File: src/rtl/cpu_pkg.sv
// Shared CPU definitions used by the instruction fetch stage.
//   INSTR_W / PC_W    : instruction and program-counter widths
//   PC_INC            : sequential fetch stride in bytes
//   DEFAULT_RESET_PC  : first fetch address after reset
//   fetch_state_e     : fetch FSM states
//   pc_next()         : sequential successor of a PC (wraps modulo 2^32)
package cpu_pkg;

  localparam int INSTR_W = 32;
  localparam int PC_W    = 32;

  localparam logic [PC_W-1:0] PC_INC           = 32'd4;
  localparam logic [PC_W-1:0] DEFAULT_RESET_PC = 32'h0000_3000;

  typedef enum logic [1:0] {
    S_REQ    = 2'd0,
    S_WAIT   = 2'd1,
    S_HALTED = 2'd2
  } fetch_state_e;

  function automatic logic [PC_W-1:0] pc_next(input logic [PC_W-1:0] pc);
    return pc + PC_INC;
  endfunction

endpackage

File: src/rtl/if_skid_buf.sv
// One-entry {instr, pc} skid buffer behind the IF/ID register.
// Ports:
//   clk, rst_n        : clock, asynchronous active-low reset
//   push              : load push_instr/push_pc (replaces contents on push+pop)
//   pop               : release the held entry
//   flush             : discard the held entry (wins over push/pop)
//   full              : an entry is held
//   instr, pc         : held entry
module if_skid_buf
  import cpu_pkg::*;
(
  input  logic               clk,
  input  logic               rst_n,
  input  logic               push,
  input  logic               pop,
  input  logic               flush,
  input  logic [INSTR_W-1:0] push_instr,
  input  logic [PC_W-1:0]    push_pc,
  output logic               full,
  output logic [INSTR_W-1:0] instr,
  output logic [PC_W-1:0]    pc
);

  logic               full_q, full_d;
  logic [INSTR_W-1:0] instr_q, instr_d;
  logic [PC_W-1:0]    pc_q, pc_d;

  always_comb begin
    full_d  = full_q;
    instr_d = instr_q;
    pc_d    = pc_q;
    if (flush) begin
      full_d = 1'b0;
    end else if (push) begin
      full_d  = 1'b1;
      instr_d = push_instr;
      pc_d    = push_pc;
    end else if (pop) begin
      full_d = 1'b0;
    end
  end

  always_ff @(posedge clk or negedge rst_n) begin
    if (!rst_n) begin
      full_q  <= 1'b0;
      instr_q <= '0;
      pc_q    <= '0;
    end else begin
      full_q  <= full_d;
      instr_q <= instr_d;
      pc_q    <= pc_d;
    end
  end

  assign full  = full_q;
  assign instr = instr_q;
  assign pc    = pc_q;

endmodule

File: src/rtl/if_fetch.sv
// Instruction fetch stage: owns the PC, fetches words over a req/gnt/rvalid
// handshake with one outstanding access, and feeds decode through an IF/ID
// register backed by a one-entry skid buffer. Handles redirects and halt.
// Ports:
//   clk, rst_n                      : clock, asynchronous active-low reset
//   imem_req/addr/gnt/rvalid/rdata  : instruction memory handshake
//   redirect_valid, redirect_pc     : taken branch / jump target
//   id_stall                        : decode cannot accept this cycle
//   halt                            : stop fetching permanently
//   id_valid/instr/pc/pc_plus4      : IF/ID register contents
//   fetch_count                     : consumed-instruction counter
// Build option: define IF_FETCH_COUNT_EN to implement fetch_count; otherwise
// it is tied to zero and has no flops.
module if_fetch
  import cpu_pkg::*;
#(
  parameter logic [PC_W-1:0] RESET_PC = DEFAULT_RESET_PC
) (
  input  logic               clk,
  input  logic               rst_n,
  output logic               imem_req,
  output logic [PC_W-1:0]    imem_addr,
  input  logic               imem_gnt,
  input  logic               imem_rvalid,
  input  logic [INSTR_W-1:0] imem_rdata,
  input  logic               redirect_valid,
  input  logic [PC_W-1:0]    redirect_pc,
  input  logic               id_stall,
  input  logic               halt,
  output logic               id_valid,
  output logic [INSTR_W-1:0] id_instr,
  output logic [PC_W-1:0]    id_pc,
  output logic [PC_W-1:0]    id_pc_plus4,
  output logic [31:0]        fetch_count
);

  fetch_state_e       state_q, state_d;
  logic               run_q;
  logic [PC_W-1:0]    pc_q, pc_d;
  logic [PC_W-1:0]    fetch_pc_q, fetch_pc_d;
  logic [PC_W-1:0]    pend_pc_q, pend_pc_d;
  logic               pend_q, pend_d;
  logic               drop_q, drop_d;
  logic               halting_q, halting_d;
  logic               id_valid_q, id_valid_d;
  logic [INSTR_W-1:0] id_instr_q, id_instr_d;
  logic [PC_W-1:0]    id_pc_q, id_pc_d;
  logic [PC_W-1:0]    id_pc_plus4_q, id_pc_plus4_d;

  logic               skid_push, skid_pop, skid_flush, skid_full, skid_full_nxt;
  logic [INSTR_W-1:0] skid_instr;
  logic [PC_W-1:0]    skid_pc;

  logic consume, granted, outstanding, resp, resp_ok, redir, stopping;

  if_skid_buf u_skid (
    .clk        (clk),
    .rst_n      (rst_n),
    .push       (skid_push),
    .pop        (skid_pop),
    .flush      (skid_flush),
    .push_instr (imem_rdata),
    .push_pc    (fetch_pc_q),
    .full       (skid_full),
    .instr      (skid_instr),
    .pc         (skid_pc)
  );

  // run_q keeps imem_req low throughout reset without a combinational
  // path from rst_n.
  assign imem_req  = run_q && (state_q == S_REQ);
  assign imem_addr = pc_q;

  assign consume     = id_valid_q && !id_stall;
  assign granted     = imem_req && imem_gnt;
  // WAIT with a full skid means the response already arrived and we are
  // only waiting for decode to drain before requesting again.
  assign outstanding = (state_q == S_WAIT) && !skid_full;
  assign resp        = outstanding && imem_rvalid;
  assign resp_ok     = resp && !drop_q;
  assign redir       = redirect_valid && (state_q != S_HALTED);
  assign stopping    = halting_q || (halt && (state_q != S_HALTED));

  always_comb begin
    state_d       = state_q;
    pc_d          = pc_q;
    fetch_pc_d    = fetch_pc_q;
    pend_pc_d     = pend_pc_q;
    pend_d        = pend_q;
    drop_d        = drop_q;
    halting_d     = halting_q;
    id_valid_d    = id_valid_q;
    id_instr_d    = id_instr_q;
    id_pc_d       = id_pc_q;
    id_pc_plus4_d = id_pc_plus4_q;
    skid_push     = 1'b0;
    skid_pop      = 1'b0;
    skid_flush    = 1'b0;
    skid_full_nxt = skid_full;

    if (stopping) begin
      // Halt: flush, then park in HALTED once nothing is in flight. A
      // request not yet granted is withdrawn.
      id_valid_d = 1'b0;
      skid_flush = 1'b1;
      drop_d     = 1'b0;
      pend_d     = 1'b0;
      if (granted || (outstanding && !imem_rvalid)) begin
        state_d   = S_WAIT;
        halting_d = 1'b1;
      end else begin
        state_d   = S_HALTED;
        halting_d = 1'b0;
      end
    end else if (redir) begin
      id_valid_d = 1'b0;
      skid_flush = 1'b1;
      case (state_q)
        S_REQ: begin
          if (granted) begin
            state_d    = S_WAIT;
            fetch_pc_d = pc_q;
            pc_d       = redirect_pc;
            drop_d     = 1'b1;
            pend_d     = 1'b0;
          end else if (imem_req) begin
            // Address must hold until granted; remember the target.
            pend_d    = 1'b1;
            pend_pc_d = redirect_pc;
            drop_d    = 1'b1;
          end else begin
            pc_d   = redirect_pc;
            pend_d = 1'b0;
            drop_d = 1'b0;
          end
        end
        S_WAIT: begin
          pc_d = redirect_pc;
          if (outstanding && !imem_rvalid) begin
            drop_d = 1'b1;
          end else begin
            // The in-flight response (if any) is dropped right now.
            state_d = S_REQ;
            drop_d  = 1'b0;
          end
        end
        default: ;
      endcase
    end else begin
      if (consume) begin
        if (skid_full) begin
          id_valid_d    = 1'b1;
          id_instr_d    = skid_instr;
          id_pc_d       = skid_pc;
          id_pc_plus4_d = pc_next(skid_pc);
          skid_pop      = 1'b1;
          skid_push     = resp_ok;
        end else if (resp_ok) begin
          id_valid_d    = 1'b1;
          id_instr_d    = imem_rdata;
          id_pc_d       = fetch_pc_q;
          id_pc_plus4_d = pc_next(fetch_pc_q);
        end else begin
          id_valid_d = 1'b0;
        end
      end else if (!id_valid_q) begin
        if (resp_ok) begin
          id_valid_d    = 1'b1;
          id_instr_d    = imem_rdata;
          id_pc_d       = fetch_pc_q;
          id_pc_plus4_d = pc_next(fetch_pc_q);
        end
      end else begin
        skid_push = resp_ok;
      end
      skid_full_nxt = skid_push || (skid_full && !skid_pop);

      case (state_q)
        S_REQ: begin
          if (granted) begin
            state_d    = S_WAIT;
            fetch_pc_d = pc_q;
            if (pend_q) begin
              pc_d   = pend_pc_q;
              pend_d = 1'b0;
            end else begin
              pc_d = pc_next(pc_q);
            end
          end
        end
        S_WAIT: begin
          if (resp) begin
            drop_d = 1'b0;
          end
          if ((resp || !outstanding) && !skid_full_nxt) begin
            state_d = S_REQ;
          end
        end
        default: ;
      endcase
    end
  end

  always_ff @(posedge clk or negedge rst_n) begin
    if (!rst_n) begin
      state_q       <= S_REQ;
      run_q         <= 1'b0;
      pc_q          <= RESET_PC;
      fetch_pc_q    <= '0;
      pend_pc_q     <= '0;
      pend_q        <= 1'b0;
      drop_q        <= 1'b0;
      halting_q     <= 1'b0;
      id_valid_q    <= 1'b0;
      id_instr_q    <= '0;
      id_pc_q       <= '0;
      id_pc_plus4_q <= '0;
    end else begin
      state_q       <= state_d;
      run_q         <= 1'b1;
      pc_q          <= pc_d;
      fetch_pc_q    <= fetch_pc_d;
      pend_pc_q     <= pend_pc_d;
      pend_q        <= pend_d;
      drop_q        <= drop_d;
      halting_q     <= halting_d;
      id_valid_q    <= id_valid_d;
      id_instr_q    <= id_instr_d;
      id_pc_q       <= id_pc_d;
      id_pc_plus4_q <= id_pc_plus4_d;
    end
  end

  assign id_valid    = id_valid_q;
  assign id_instr    = id_instr_q;
  assign id_pc       = id_pc_q;
  assign id_pc_plus4 = id_pc_plus4_q;

`ifdef IF_FETCH_COUNT_EN
  logic [31:0] fetch_count_q, fetch_count_d;

  always_comb begin
    fetch_count_d = fetch_count_q;
    if (consume && !redirect_valid) begin
      fetch_count_d = fetch_count_q + 32'd1;
    end
  end

  always_ff @(posedge clk or negedge rst_n) begin
    if (!rst_n) begin
      fetch_count_q <= '0;
    end else begin
      fetch_count_q <= fetch_count_d;
    end
  end

  assign fetch_count = fetch_count_q;
`else
  assign fetch_count = '0;
`endif

endmodule

File: config.mk
export PLATFORM = sky130hd
export DESIGN_NAME = if_fetch
export DESIGN_NICKNAME = d
export VERILOG_FILES = /design/src/rtl/cpu_pkg.sv /design/src/rtl/if_skid_buf.sv /design/src/rtl/if_fetch.sv
export SDC_FILE = /design/constraint.sdc
export NUM_CORES = 1
export LEC_CHECK = 0
export ABC_AREA = 0
export CAP_MARGIN = 5
export CORE_MARGIN = 10
export CORE_UTILIZATION = 45
export DETAILED_ROUTE_END_ITERATION = 8
export GPL_TIMING_DRIVEN = 0
export PLACE_DENSITY = 0.7
export SYNTH_ARGS = -nofsm -noshare
export SYNTH_HDL_FRONTEND = slang
export SYNTH_HIERARCHICAL = 1
export SYNTH_SLANG_ARGS = --single-unit
File: constraint.sdc
create_clock -name clk -period 2.96 [get_ports clk]
set_input_delay 0.296 -clock clk [delete_from_list [all_inputs] [get_ports clk]]
set_output_delay 0.296 -clock clk [all_outputs]
set_load 0.02 [all_outputs]
==> metrics.md <==
| Metric | Value |
|---|---|
| Routed vias/inst | `5.75` |
| Top cell type's share of synthesized area | `0.485` |
| Commonest cells after routing, fill and taps aside | `262 x dfrtp_1, 198 x clkdlybuf4s50_1, 148 x nand2_1` |
| Worst Skew | `0.0177 ns` |
| Worst IR Drop VDD | `0.451 mV` |
| CTS tree | `yes` |
| Worst Path Buf+Inv | `5` |
| Final Cell Area | `0.0172 sq mm` |
| Hold WC Path Type | `in -> async` |
| Synth unique cells | `66` |
| Setup tns final | `0 ns` |
| Max Freq | `0.355 GHz` |
| Num ports | `233` |
| Minimum clock period after layout | `2.82 ns` |
| CP top delay family | `buffers and inverters` |
| Root buffer cell | `clkbuf_16` |
| Mean post-synth cell area | `10.3 sq um` |
| Slowest CP cell | `dfrtp_1` |
| Final setup vio count | `0` |
| Largest stage delay on the critical path | `0.36 ns` |
| Largest net degree at the start of global routing | `114` |
| # rows | `63` |
| H-Tree Depth | `1` |
| Post-synthesis sequential area ratio | `0.488` |
| Routed Antenna Nets | `0` |
| Max_cap viols | `0` |
| Die Height | `193 um` |
| Fin crit share | `0.952` |
| Hold Slack | `0.297 ns` |
| Primary FF master, synth | `dfrtp_1` |
| #FFs+latches synth | `264` |
| Worst-path clk slew | `0.06 ns` |
| Clk sinks | `264` |
| Post-DP HPWL | `31,200 um` |
| Final-report hold violation count | `0` |
| Core area | `0.0296 sq mm` |
| Dpl cell area | `0.0162 sq mm` |
| Port Buffers | `199` |
| Slew margin rel. | `0.363` |
| Outcome | `completed` |
| # DRC | `0` |
| Element type at the critical path end | `register` |
| Critical path cell sequence | `clkbuf_1 > nor2_1 > nand2_1 > buf_2 > buf_2 > nor3_1 > nor2b_4 > buf_12 > buf_12 > mux2_4` |
| Final nets | `1,652` |
| First-pass GRT wire length | `66,500 um` |
| Critical path launch point type | `register` |
| Initial core utilization | `0.457` |
| Layout area overhead | `27.3%` |
| Post-Syn Area | `0.0135 sq mm` |
| Worst slew pin tran | `0.946 ns` |
| Fraction of registers with async set/reset | `1.00` |
| Vias in the first global route | `11,358` |
| Max Root-Sink Buffers | `3` |
| R2R Setup Slk | `0.14 ns` |
| Crit path arrival time | `3.25 ns` |
| Worst EP required | `3.39 ns` |
| Unrepaired setup endpoints after global routing | `false` |
| Most common cell after layout, fill and taps aside | `dfrtp_1` |
| Routability Congestion | `0.921` |
| LEAKAGE | `7.59 nW` |
| Initial antenna violation count | `0` |
| Die area | `0.0374 sq mm` |
| Die X | `193 um` |
| Crit-path max FO | `10` |
| Yosys Warn Count | `6` |
| Synth top area cells | `dfrtp_1 48%, mux2_4 6.7%, nand2_1 4.1%, o22a_1 3.2%, a21oi_1 3.0%` |
| Via Count | `11,428` |
| Slew Limit Fails | `0` |
| DR pass1 iterations | `5` |
| EDFF count, synth | `0` |
| Gate count after technology mapping | `1,315` |
| CP Class | `reg -> reg` |
| Per-cell routed wire length | `21.4 um` |
| CTS buffer count | `29` |
| Share of cells above drive strength 1 | `0.129` |
| Final WL | `42,600 um` |
| Number of diodes | `0` |
| Global route overflow | `0` |
| Synth area leader | `dfrtp_1` |
| GRT Total Usage | `0.216` |
| Worst skew pair latency | `0.56 ns` |
| Pwr dens | `461 mW/mm^2` |
| Drt initial violations | `996` |
## repair_timing
item / in CTS / in global routing
endpoints found under the setup margin: 100 / 76
hold buffers: 1 / 0
endpoints found under the hold margin: 72 / 0
resized for setup: 3 / 6
buffers inserted: 0 / 0
gates cloned: 0 / 0
## final timing paths
check	from	endpoint	cells past startpoint
setup / recovery	state_q[1]	u_skid/pc[6]	10
hold / removal	rst_n	id_instr[25]	2
setup reg to reg	state_q[1]	u_skid/pc[6]	10
hold reg to reg	id_pc_plus4[1]	id_pc_plus4[1]	1
max in group asynchronous	rst_n	imem_addr[27]	3
min in group clk	redirect_pc[4]	imem_addr[4]	3
## cell usage after synthesis (8+ instances only)
library cell,instances
a211oi_1,8
a21oi_1,81
a31oi_1,8
and3_1,13
and4_1,9
buf_2,10
buf_4,32
clkbuf_1,65
dfrtp_1,262
inv_1,14
mux2_2,35
mux2_4,60
mux2i_1,20
nand2_1,148
nand3_1,54
nand4_1,19
nor2_1,91
nor3_1,26
nor4_1,17
o211ai_1,17
o21ai_0,38
o22a_1,49
o22ai_1,52
o31ai_1,9
or3_1,10
xnor2_1,31
xor2_1,21
## sequential cells by signal (all words and copies together) (netlist names), 2 cells and up
name and cells:
pend_pc_q 32, id_instr 32, fetch_pc_q 32, imem_addr 32, id_pc_plus4 32, id_pc 32, u_skid/pc 32, state_q 2
u_skid/instr 32
## power breakdown
part	switching [mW]	internal [mW]	leakage (nW)
sequential	0.0246	3.62	3.63
combinational	0.197	0.159	3.46
clock	1.48	2.45	0.498
## through the flow
stage / setup slack (ns) / util / cells / total power, mW
after floorplan: 0.543 / - / 1346 / 3.83
after global placement: -9.79 / 0.544 / 1935 / 4.06
after detailed placement: -0.454 / 0.546 / 1937 / 4.06
after CTS: 0.0454 / 0.581 / 1989 / 7.98
after global routing: 0.0217 / 0.581 / 1988 / 8.16
final: 0.142 / 0.581 / 1988 / 7.94
## layer usage
layer  share of wire  vias up  global-route usage
met5               0        -                   0
met4           0.027        0              0.0604
met1            0.45     5627               0.293
li1                -     5250                   -
met3           0.070       83              0.0415
met2            0.46      468               0.343
## kinds of logic after synthesis
logic type,Yosys count,synth area share
mux,116,0.111
compound gates,318,0.157
buf+inv,134,0.0554
other cells,2,0.000555
xor+xnor,52,0.0337
flops,264,0.488
fa+ha+maj,3,0.00277
simple gates,426,0.151
## area by class of cell
cell class | count | area, sq um
plain buffers | 119 | 699
clock buffers | 40 | 787
clock inverters | 11 | 234
fillers | 2602 | 12400
inverters | 14 | 52.6
multi-input cells | 948 | 6290
flip-flops and latches | 264 | 6610
well taps | 390 | 488
repair buffers | 202 | 2060
## worst register-to-register path, cell delays in order (launching register included)
cell and delay [ns]:
dfrtp_1 0.36, clkbuf_1 0.21, nor2_1 0.22, nand2_1 0.23
buf_2 0.28, buf_2 0.25, nor3_1 0.27, nor2b_4 0.21
buf_12 0.18, buf_12 0.17, mux2_4 0.31
Power figures use the tool's default switching activity.
